**config.mk**
```make
export PLATFORM = sky130hd
export DESIGN_NAME = in_unit_reader_flat
export DESIGN_NICKNAME = d
export VERILOG_FILES = /design/src/rtl/in_unit_reader_if.sv /design/src/rtl/in_unit_reader.sv /design/src/flat_wrapper.sv
export SDC_FILE = /design/constraint.sdc
export NUM_CORES = 1
export LEC_CHECK = 0
export CORE_MARGIN = 2
export CORE_UTILIZATION = 60
export CTS_CLUSTER_SIZE = 8
export DETAILED_ROUTE_END_ITERATION = 10
export PLACE_DENSITY = 0.83
export SLEW_MARGIN = 20
export SYNTH_ARGS = -nofsm -noshare
export SYNTH_HDL_FRONTEND = slang
export SYNTH_SLANG_ARGS = --single-unit
```
**constraint.sdc**
```tcl
create_clock -name clk -period 2.65 [get_ports clk]
set_input_delay 0.3975 -clock clk [delete_from_list [all_inputs] [get_ports clk]]
set_output_delay 0.3975 -clock clk [all_outputs]
set_load 0.01 [all_outputs]
```
**src/rtl/in_unit_reader_if.sv**
```systemverilog
// Operand handshake bundle between the front-panel entry unit and the datapath.
// The entry unit (master) drives the operand, its valid flag and the range error;
// the datapath (slave) returns the acknowledge level.
interface in_unit_reader_if;
  logic [7:0] the_output;
  logic       out_valid;
  logic       err;
  logic       out_ack;

  modport master (output the_output, output out_valid, output err, input out_ack);
  modport slave  (input the_output, input out_valid, input err, output out_ack);
endinterface

```
**src/rtl/in_unit_reader.sv**
```systemverilog
// Front-panel operand entry: debounces four keys, accumulates up to three BCD
// digits plus a sign, range-checks the magnitude and hands an 8-bit two's
// complement operand to the datapath over a valid/ack handshake.
module in_unit_reader #(
  parameter int DEB_CYCLES = 100000
) (
  input  logic               clk,
  input  logic               reset,
  input  logic [3:0]         digit_in,
  input  logic               digit_key,
  input  logic               neg_key,
  input  logic               enter_key,
  input  logic               clear_key,
  output logic [9:0]         entry_mag,
  output logic               entry_neg,
  output logic [1:0]         digit_cnt,
  in_unit_reader_if.master   bus
);

  localparam int CW = (DEB_CYCLES > 2) ? $clog2(DEB_CYCLES) : 1;
  localparam logic [CW-1:0] LAST = CW'(DEB_CYCLES - 1);

  // Key bit order: 0 digit, 1 neg, 2 enter, 3 clear.
  localparam int K_DIG = 0;
  localparam int K_NEG = 1;
  localparam int K_ENT = 2;
  localparam int K_CLR = 3;

  typedef enum logic [1:0] {S_IDLE, S_ENTRY, S_DONE, S_ERR} state_t;

  logic [3:0]    w_keys;
  logic [3:0]    r_s1, r_s2, r_acc;
  logic [CW-1:0] r_dcnt [4];
  logic [3:0]    r_dig_s1, r_dig_s2;
  logic [3:0]    w_press;

  state_t        r_state, w_state_nxt;
  logic [9:0]    r_mag, w_mag_nxt;
  logic          r_neg, w_neg_nxt;
  logic [1:0]    r_cnt, w_cnt_nxt;
  logic [7:0]    r_out, w_out_nxt;
  logic          r_valid, w_valid_nxt;
  logic          r_err, w_err_nxt;

  logic          w_clr, w_ent, w_tgl, w_dig, w_dig_ok, w_in_range;
  logic [9:0]    w_mac;
  logic [7:0]    w_neg_out;

  assign w_keys = {clear_key, enter_key, neg_key, digit_key};

  // Synchronize keys and digit switches; debounce each key into an accepted level.
  always_ff @(posedge clk or negedge reset) begin
    if (!reset) begin
      r_s1     <= '0;
      r_s2     <= '0;
      r_acc    <= '0;
      r_dig_s1 <= '0;
      r_dig_s2 <= '0;
      for (int i = 0; i < 4; i++) r_dcnt[i] <= '0;
    end else begin
      r_s1     <= w_keys;
      r_s2     <= r_s1;
      r_dig_s1 <= digit_in;
      r_dig_s2 <= r_dig_s1;
      for (int i = 0; i < 4; i++) begin
        if (r_s2[i] != r_acc[i]) begin
          if (r_dcnt[i] == LAST) begin
            r_acc[i]  <= r_s2[i];
            r_dcnt[i] <= '0;
          end else begin
            r_dcnt[i] <= r_dcnt[i] + CW'(1);
          end
        end else begin
          r_dcnt[i] <= '0;
        end
      end
    end
  end

  // Press pulse fires on the cycle the accepted level is about to rise, so the
  // FSM acts on the same edge the debouncer accepts the press.
  always_comb begin
    w_press = '0;
    for (int i = 0; i < 4; i++)
      w_press[i] = r_s2[i] && !r_acc[i] && (r_dcnt[i] == LAST);
  end

  // Only the highest-priority pulse of a cycle acts: clear > enter > neg > digit.
  assign w_clr = w_press[K_CLR];
  assign w_ent = w_press[K_ENT] && !w_press[K_CLR];
  assign w_tgl = w_press[K_NEG] && !w_press[K_ENT] && !w_press[K_CLR];
  assign w_dig = w_press[K_DIG] && !w_press[K_NEG] && !w_press[K_ENT] && !w_press[K_CLR];

  assign w_dig_ok   = (r_dig_s2 <= 4'd9);
  assign w_mac      = (r_mag << 3) + (r_mag << 1) + {6'd0, r_dig_s2};
  assign w_in_range = r_neg ? (r_mag <= 10'd128) : (r_mag <= 10'd127);
  assign w_neg_out  = 8'd0 - r_mag[7:0];

  // Entry FSM next-state and next register values.
  always_comb begin
    w_state_nxt = r_state;
    w_mag_nxt   = r_mag;
    w_neg_nxt   = r_neg;
    w_cnt_nxt   = r_cnt;
    w_out_nxt   = r_out;
    w_valid_nxt = r_valid;
    w_err_nxt   = r_err;
    case (r_state)
      S_IDLE: begin
        if (w_clr) begin
          w_mag_nxt = '0;
          w_neg_nxt = 1'b0;
          w_cnt_nxt = '0;
        end else if (w_tgl) begin
          w_neg_nxt = !r_neg;
        end else if (w_dig && w_dig_ok) begin
          w_mag_nxt   = {6'd0, r_dig_s2};
          w_cnt_nxt   = 2'd1;
          w_state_nxt = S_ENTRY;
        end
      end
      S_ENTRY: begin
        if (w_clr) begin
          w_mag_nxt   = '0;
          w_neg_nxt   = 1'b0;
          w_cnt_nxt   = '0;
          w_state_nxt = S_IDLE;
        end else if (w_ent) begin
          if (w_in_range) begin
            w_out_nxt   = r_neg ? w_neg_out : r_mag[7:0];
            w_valid_nxt = 1'b1;
            w_err_nxt   = 1'b0;
            w_state_nxt = S_DONE;
          end else begin
            w_err_nxt   = 1'b1;
            w_state_nxt = S_ERR;
          end
        end else if (w_tgl) begin
          w_neg_nxt = !r_neg;
        end else if (w_dig && w_dig_ok && (r_cnt != 2'd3)) begin
          w_mag_nxt = w_mac;
          w_cnt_nxt = r_cnt + 2'd1;
        end
      end
      S_DONE: begin
        if (w_clr || bus.out_ack) begin
          w_valid_nxt = 1'b0;
          w_mag_nxt   = '0;
          w_neg_nxt   = 1'b0;
          w_cnt_nxt   = '0;
          w_state_nxt = S_IDLE;
        end
      end
      S_ERR: begin
        if (w_clr) begin
          w_err_nxt   = 1'b0;
          w_mag_nxt   = '0;
          w_neg_nxt   = 1'b0;
          w_cnt_nxt   = '0;
          w_state_nxt = S_IDLE;
        end
      end
      default: w_state_nxt = S_IDLE;
    endcase
  end

  // Entry FSM state and output registers.
  always_ff @(posedge clk or negedge reset) begin
    if (!reset) begin
      r_state <= S_IDLE;
      r_mag   <= '0;
      r_neg   <= 1'b0;
      r_cnt   <= '0;
      r_out   <= '0;
      r_valid <= 1'b0;
      r_err   <= 1'b0;
    end else begin
      r_state <= w_state_nxt;
      r_mag   <= w_mag_nxt;
      r_neg   <= w_neg_nxt;
      r_cnt   <= w_cnt_nxt;
      r_out   <= w_out_nxt;
      r_valid <= w_valid_nxt;
      r_err   <= w_err_nxt;
    end
  end

  assign entry_mag      = r_mag;
  assign entry_neg      = r_neg;
  assign digit_cnt      = r_cnt;
  assign bus.the_output = r_out;
  assign bus.out_valid  = r_valid;
  assign bus.err        = r_err;

endmodule

```
**src/flat_wrapper.sv**
```systemverilog
// flat-port wrapper written by rule: the top's interface ports become plain ports
module in_unit_reader_flat 
#(
  parameter int DEB_CYCLES = 100000
)
  (clk, reset, digit_in, digit_key, neg_key, enter_key, clear_key, entry_mag, entry_neg, digit_cnt, bus_the_output, bus_out_valid, bus_err, bus_out_ack);
  in_unit_reader_if bus_i ();
  input  logic clk;
  input  logic reset;
  input  logic [3:0] digit_in;
  input  logic digit_key;
  input  logic neg_key;
  input  logic enter_key;
  input  logic clear_key;
  output logic [9:0] entry_mag;
  output logic entry_neg;
  output logic [1:0] digit_cnt;
  output wire logic [$bits(bus_i.the_output)-1:0] bus_the_output;
  output wire logic [$bits(bus_i.out_valid)-1:0] bus_out_valid;
  output wire logic [$bits(bus_i.err)-1:0] bus_err;
  input wire logic [$bits(bus_i.out_ack)-1:0] bus_out_ack;
  assign bus_the_output = bus_i.the_output;
  assign bus_out_valid = bus_i.out_valid;
  assign bus_err = bus_i.err;
  assign bus_i.out_ack = bus_out_ack;
  in_unit_reader #(.DEB_CYCLES(DEB_CYCLES)) u_core (.clk(clk), .reset(reset), .digit_in(digit_in), .digit_key(digit_key), .neg_key(neg_key), .enter_key(enter_key), .clear_key(clear_key), .entry_mag(entry_mag), .entry_neg(entry_neg), .digit_cnt(digit_cnt), .bus(bus_i));
endmodule
```
* Word level (Yosys, flattened, before mapping)
Cells that the tools add are included.
Widths: inputs -> output; s select.
** Storage, ports and cells
- Flip-flop bits (word level) :: 113
- Bits of input ports :: 11
- Output and inout port bits :: 23
- Word-level logic and storage cells :: 145
** Cells by class
- Add/subtract/negate cells :: 8
- Magnitude comparators :: 3
- Equal/unequal tests :: 26
- Muxes and demuxes :: 50
- Bitwise gates (word level) :: 1
- Reductions and logical operators :: 38
** Operators by type and width (count)
- $mux 17 :: 8
- $mux 10 :: 9
- $add 17x1->17 const B :: 4
- $eq 17x17->1 const B :: 4
- $pmux 10 s4 :: 1
- $mux 2 :: 12
- $logic_and 1x1->1 :: 16
- $pmux 2 s4 :: 2
- $mux 1 :: 14
- $add 10x10->10 :: 1
- $add 10x4->10 :: 1
- $le 10x7->1 const B :: 1
- $le 10x8->1 const B :: 1
- $ne 2x1->1 const B :: 5
- $ne 3x1->1 const B :: 3
- $ne 3x2->1 const B :: 3
- $logic_not 1->1 :: 8
- $mux 8 :: 1
- $ne 2x2->1 const B :: 4
- $reduce_and 2->1 :: 4
- $reduce_and 4->1 :: 2
- $sub 1x8->8 const A :: 1
- $reduce_and 7->1 :: 1
- $reduce_and 6->1 :: 1
- other kinds (13) :: 19

* Depth between registers and ports, before layout
- Word-level depth :: 14
- Gate-level depth with buffers :: 10
- Mapped depth without buffers :: 10

* Worst setup path after synthesis
Ideal clock, no wire load.
- Path kind :: register to register
- Start :: register u_core.r_mag[0], in the netlist u_core.entry_mag[0]
- End :: register u_core.r_mag[8], in the netlist u_core.entry_mag[8]
- Setup time :: 0.121 ns
- Arrival :: 2.410 ns
- Required time :: 2.529 ns
- Slack :: 0.119 ns
- Stages on the path, launching flop included :: 11
- Path buffers :: 0
- Period minus slack after synthesis :: 2.531 ns
- Cell sequence :: dfrtp_1 -> inv_1 -> fa_1 -> inv_1 -> fa_1 -> a21o_1 -> a21oi_1 -> o21bai_1 -> a21oi_1 -> xnor2_1 -> a22o_1
** Between the ends
- Cells in the longest elaborated chain, start to end :: 7
** RTL lines
- start: declaration :: line in_unit_reader.sv:38 : logic [9:0] r_mag, w_mag_nxt;
- start signal: assignment :: line in_unit_reader.sv:179 : r_mag <= w_mag_nxt;
- $add 10x10->10 :: line in_unit_reader.sv:95 : assign w_mac = (r_mag << 3) + (r_mag << 1) + {6'd0, r_dig_s2};
- $add 10x4->10 :: line in_unit_reader.sv:95
- $mux 10 :: line in_unit_reader.sv:140 : end else if (w_dig && w_dig_ok && (r_cnt != 2'd3)) begin
- $mux 10 :: line in_unit_reader.sv:138 : end else if (w_tgl) begin
- $mux 10 :: line in_unit_reader.sv:128 : end else if (w_ent) begin
- $mux 10 :: line in_unit_reader.sv:123 : if (w_clr) begin
- $pmux 10 s4 :: line in_unit_reader.sv:108 : case (r_state)
No other way between the ends. The select of a mux whose other input is x is not followed.
A chain may end at the register's enable or synchronous reset.

* Final worst setup path
- Start :: register u_core.r_mag[1], in the netlist u_core.entry_mag[1]
- End :: register u_core.r_out[4], in the netlist u_core.bus.the_output[4]
** Between the ends
- Cells in the longest elaborated chain, start to end :: 3
- Elaborated cells between the ends (all ways) :: 6
- Those cells by class :: add/sub: 1; order compare: 2; mux: 2; reduce/logical: 1
** RTL lines
- $le 10x7->1 / $le 10x8->1 (equally long branches) :: line in_unit_reader.sv:96 : assign w_in_range = r_neg ? (r_mag <= 10'd128) : (r_mag <= 10'd127);
- $mux 1 :: line in_unit_reader.sv:96
- $reduce_and 4->1 (no line)
- end signal: assignment :: line in_unit_reader.sv:182 : r_out <= w_out_nxt;
- end: declaration :: line in_unit_reader.sv:41 : logic [7:0] r_out, w_out_nxt;
Parallel ways exist; a longest one is shown, timed or not.

==> impl_results.md <==
* Distinct cells, synth at 59
* Flop pwr share at 0.424
* Vias in the first global route at 4287
* Initial antenna violation count at 0
* Fillers at 610
* Switch share at 0.227
* Die width at 101 um
* Vias per cell at 5.79
* Number of synthesized flops with an enable pin at 0
* Hpwl dp at 7670 um
* Die ar. at 10200 um2
* Standard-cell rows at 35
* Ant. Diodes at 0
* Largest cells by area after synthesis: dfrtp_1 (50%), xor2_1 (6.8%), ha_1 (5.3%), nor2_1 (5.3%), xnor2_1 (3.6%)
* Worst hold path class: in -> reg
* Nets at about 620
* Core box area at 9200 um2
* Mapped Nets at 574
* Top cell family by delay on the critical path: simple AND/OR/NAND/NOR gates
* Clock slew at reported path FFs at around 0.060 ns
* CTS tree: built
* Post-DP Area at between 6000 and 7000 um2
* Worst-margin pin slew at approximately 0.77 ns
* Final Wtd Congestion at 0.856
* Worst IR Drop VDD at 0.708 mV
* Cells along the critical path: inv_1 -> ha_1 -> or3b_1 -> nor3_1 -> nand3b_1 -> a211oi_4 -> nand3b_4 -> mux2_1
* DIE HEIGHT at 101 um
* CP bufs+invs at 1
* Endpoint type of the worst setup path: flop
* CP required at 3.06 ns
* Power Internal at 3.24 mW
* Synthesized cell area at 5640 um2
* Sequential fraction of the synthesis area at 0.501
* Status: finished, final reports clean
* #FFs+latches synth at 113
* GR Overflow Total at 0
* Critical path's slowest cell: dfrtp_1
* Hold path startpoint: digit_key
* DRT Pass-1 Iters at 5
* Worst reg2reg path startpoint: u_core.entry_mag[1]$_DFFE_PN0P_
* Ys flop type: dfrtp_1
* Peak Freq at 404 MHz
* Seq. cell area at 2830 um2
* Net switching power at 951 uW
* Share of cells above drive strength 1 at 0.114
* Pwr/cell area at 623 nW/um2
* CP Data Arrival Time at 2.88 ns
* Post-Place Cells at 677
* Post-route ant nets at 0
* Largest net degree at the start of global routing at 46
* Routed wire per std cell at about 16 um
* Clock buffer depth at 2
* Clock group share of total power at 0.548
* Worst hold slack at about 0.31 ns
* Final hold vios at 0
* Global Route Usage Sum at 0.251
* Initial core utilization at 0.613
* CTS H-tree depth at 4
* Mapped Cells at around 540
* Slew margin rel. at 0.483
* # clock sinks at 113
* Slew Viols, Final at 0
* Async set-reset flop share out of synthesis at 1.00
* First-pass GRT wire length at 19900 um
* Top cell type's share of synthesized area at 0.501
* Syn_area_per_cell at 10.5 um2
* Max Clock Skew at 0.00789 ns
* Area of the multi-input gates at roughly 2700 um2
* Startpoint Class: flop
* Synth area leader: dfrtp_1
* Final instance area at between 6000 and 7000 um2
* Cts bufs inserted at 17
* IO Pins at 34
* Crit-path max cell delay at 0.44 ns
* Total power at 4.19 mW
* Synth warn at 0
* Final TNS setup at 0 ns
* Min Clock Period, post-route at 2.47 ns
* Final setup viols at 0
* Combinational Power Share at 0.028
* Fin crit share at 0.933
* PortBufs at 33
* Maxcap violations at 0
* Critical path type: reg -> reg
* Root buffer cell: clkbuf_8
* DR vias at 4109
* Drt drc at 0
* Cell Count, Final, Fillers Out at about 700
* Worst setup path start: u_core.entry_mag[1]$_DFFE_PN0P_
* DRT Wirelength at 11600 um
* Later-pin clock latency in the skew report at around 0.52 ns
* Crit Path Max Fanout at 9
* Pleak at 3.06 nW
* Layout area overhead at 19.3%
* 1st-iter DRT viols at slightly below 200
-- logic make-up (layout without fill, tap and decap cells) --
family / after synthesis / in the layout / synth area share
flip-flops: 113 / 113 / 0.501
AO/OA/AOI/OAI: 62 / 62 / 0.0774
AND/OR/NAND/NOR: 222 / 222 / 0.210
buffers and inverters: 36 / 98 / 0.0260
multiplexers: 11 / 11 / 0.0213
XOR/XNOR: 67 / 67 / 0.104
adder cells (fa/ha/maj): 26 / 26 / 0.0603
-- layout by cell type, fill, tap and decap left out, types with 4 or more instances in the layout --
master / instances
dfrtp_1: 113
nor2_1: 79
xor2_1: 44
nand2_1: 34
clkdlybuf4s50_1: 32
nand3_1: 29
inv_1: 25
ha_1: 24
xnor2_1: 23
nand4_1: 16
clkbuf_16: 16
o21ai_0: 14
a21oi_1: 14
or3_1: 8
a22o_1: 8
buf_4: 8
and3_1: 7
mux2_2: 7
clkinv_4: 5
and4_1: 4
or2_2: 4
nand3b_1: 4
o31ai_1: 4
-- per-stage QoR --
step | util | setup slack (ns)
after CTS | 0.730 | 0.131
after global placement | 0.664 | 0.179
after floorplan | - | 0.119
after global routing | 0.732 | -0.000363
after detailed placement | 0.664 | 0.113
final | 0.732 | 0.177
-- power groups by stage --
stage	Sequential [mW]	Combinational (mW)	Clock, mW
after floorplan	1.80	0.0533	0
after global placement	1.80	0.113	0
after detailed placement	1.80	0.119	0
after CTS	1.78	0.121	2.33
after global routing	1.78	0.138	2.42
final	1.78	0.118	2.30
-- final timing paths --
kind                       slack, ns                                    to  cells past startpoint
setup / recovery                0.18  u_core.bus.the_output[4]$_DFFE_PN0P_                      8
hold / removal                  0.31              u_core.r_s1[0]$_DFF_PN0_                      1
setup reg to reg                0.18  u_core.bus.the_output[4]$_DFFE_PN0P_                      8
hold reg to reg                 0.35              u_core.r_s2[1]$_DFF_PN0_                      0
max in group asynchronous       1.43           u_core.r_dcnt[22]$_DFF_PN0_                      3
min in group asynchronous       0.41            u_core.r_dcnt[7]$_DFF_PN0_                      2
-- what timing repair did --
action	in CTS	in global routing
setup buffers	0	0
hold buffers	1	0
endpoints found under the hold margin	41	0
endpoints found under the setup margin	0	9
gates resized for setup	0	2
-- cell type report --
cell class	instances	area share
inverter	25	0.0139
clock buffer	18	0.0621
timing repair buffer	41	0.0580
sequential	113	0.420
clock inverter	14	0.0271
multi-input combinational	388	0.398
tap	111	0.0206
-- worst reg2reg max path, stage by stage (launching register included) --
cell and delay (ns):
dfrtp_1 0.44, inv_1 0.13, ha_1 0.16, or3b_1 0.37, nor3_1 0.20, nand3b_1 0.15, a211oi_4 0.36, nand3b_4 0.21
mux2_1 0.35
-- Yosys cell counts (4+ instances only) --
| cell | number |
|---|---|
| mux2_2 | 7 |
| and4_1 | 4 |
| a22o_1 | 8 |
| inv_1 | 25 |
| and3_1 | 7 |
| or2_2 | 4 |
| a21oi_1 | 15 |
| xnor2_1 | 23 |
| ha_1 | 24 |
| nand3b_1 | 4 |
| o31ai_1 | 4 |
| nor2_1 | 79 |
| clkbuf_1 | 7 |
| xor2_1 | 44 |
| o21ai_0 | 14 |
| nand3_1 | 29 |
| dfrtp_1 | 113 |
| nand2_1 | 34 |
| nand4_1 | 16 |
| or3_1 | 8 |
-- routing by layer --
layer,GRT usage,vias to the layer above,part of all wire
met5,0,-,0
met3,0.0666,30,0.035
met1,0.306,2033,0.43
met2,0.420,84,0.51
met4,0.113,0,0.026
li1,-,1962,-
-- state kept, by name, summed over array words and instances, names as in the netlist --
signal	count
u_core.r_state	2
u_core.digit_cnt	2
u_core.r_s2	4
u_core.bus.out_valid	1
u_core.bus.err	1
u_core.r_s1	4
u_core.entry_neg	1
u_core.bus.the_output	8
u_core.r_dcnt	68
u_core.r_dig_s2	4
u_core.entry_mag	10
u_core.r_dig_s1	4
u_core.r_acc	4
Note: power is estimated with default switching activity, not from simulation.
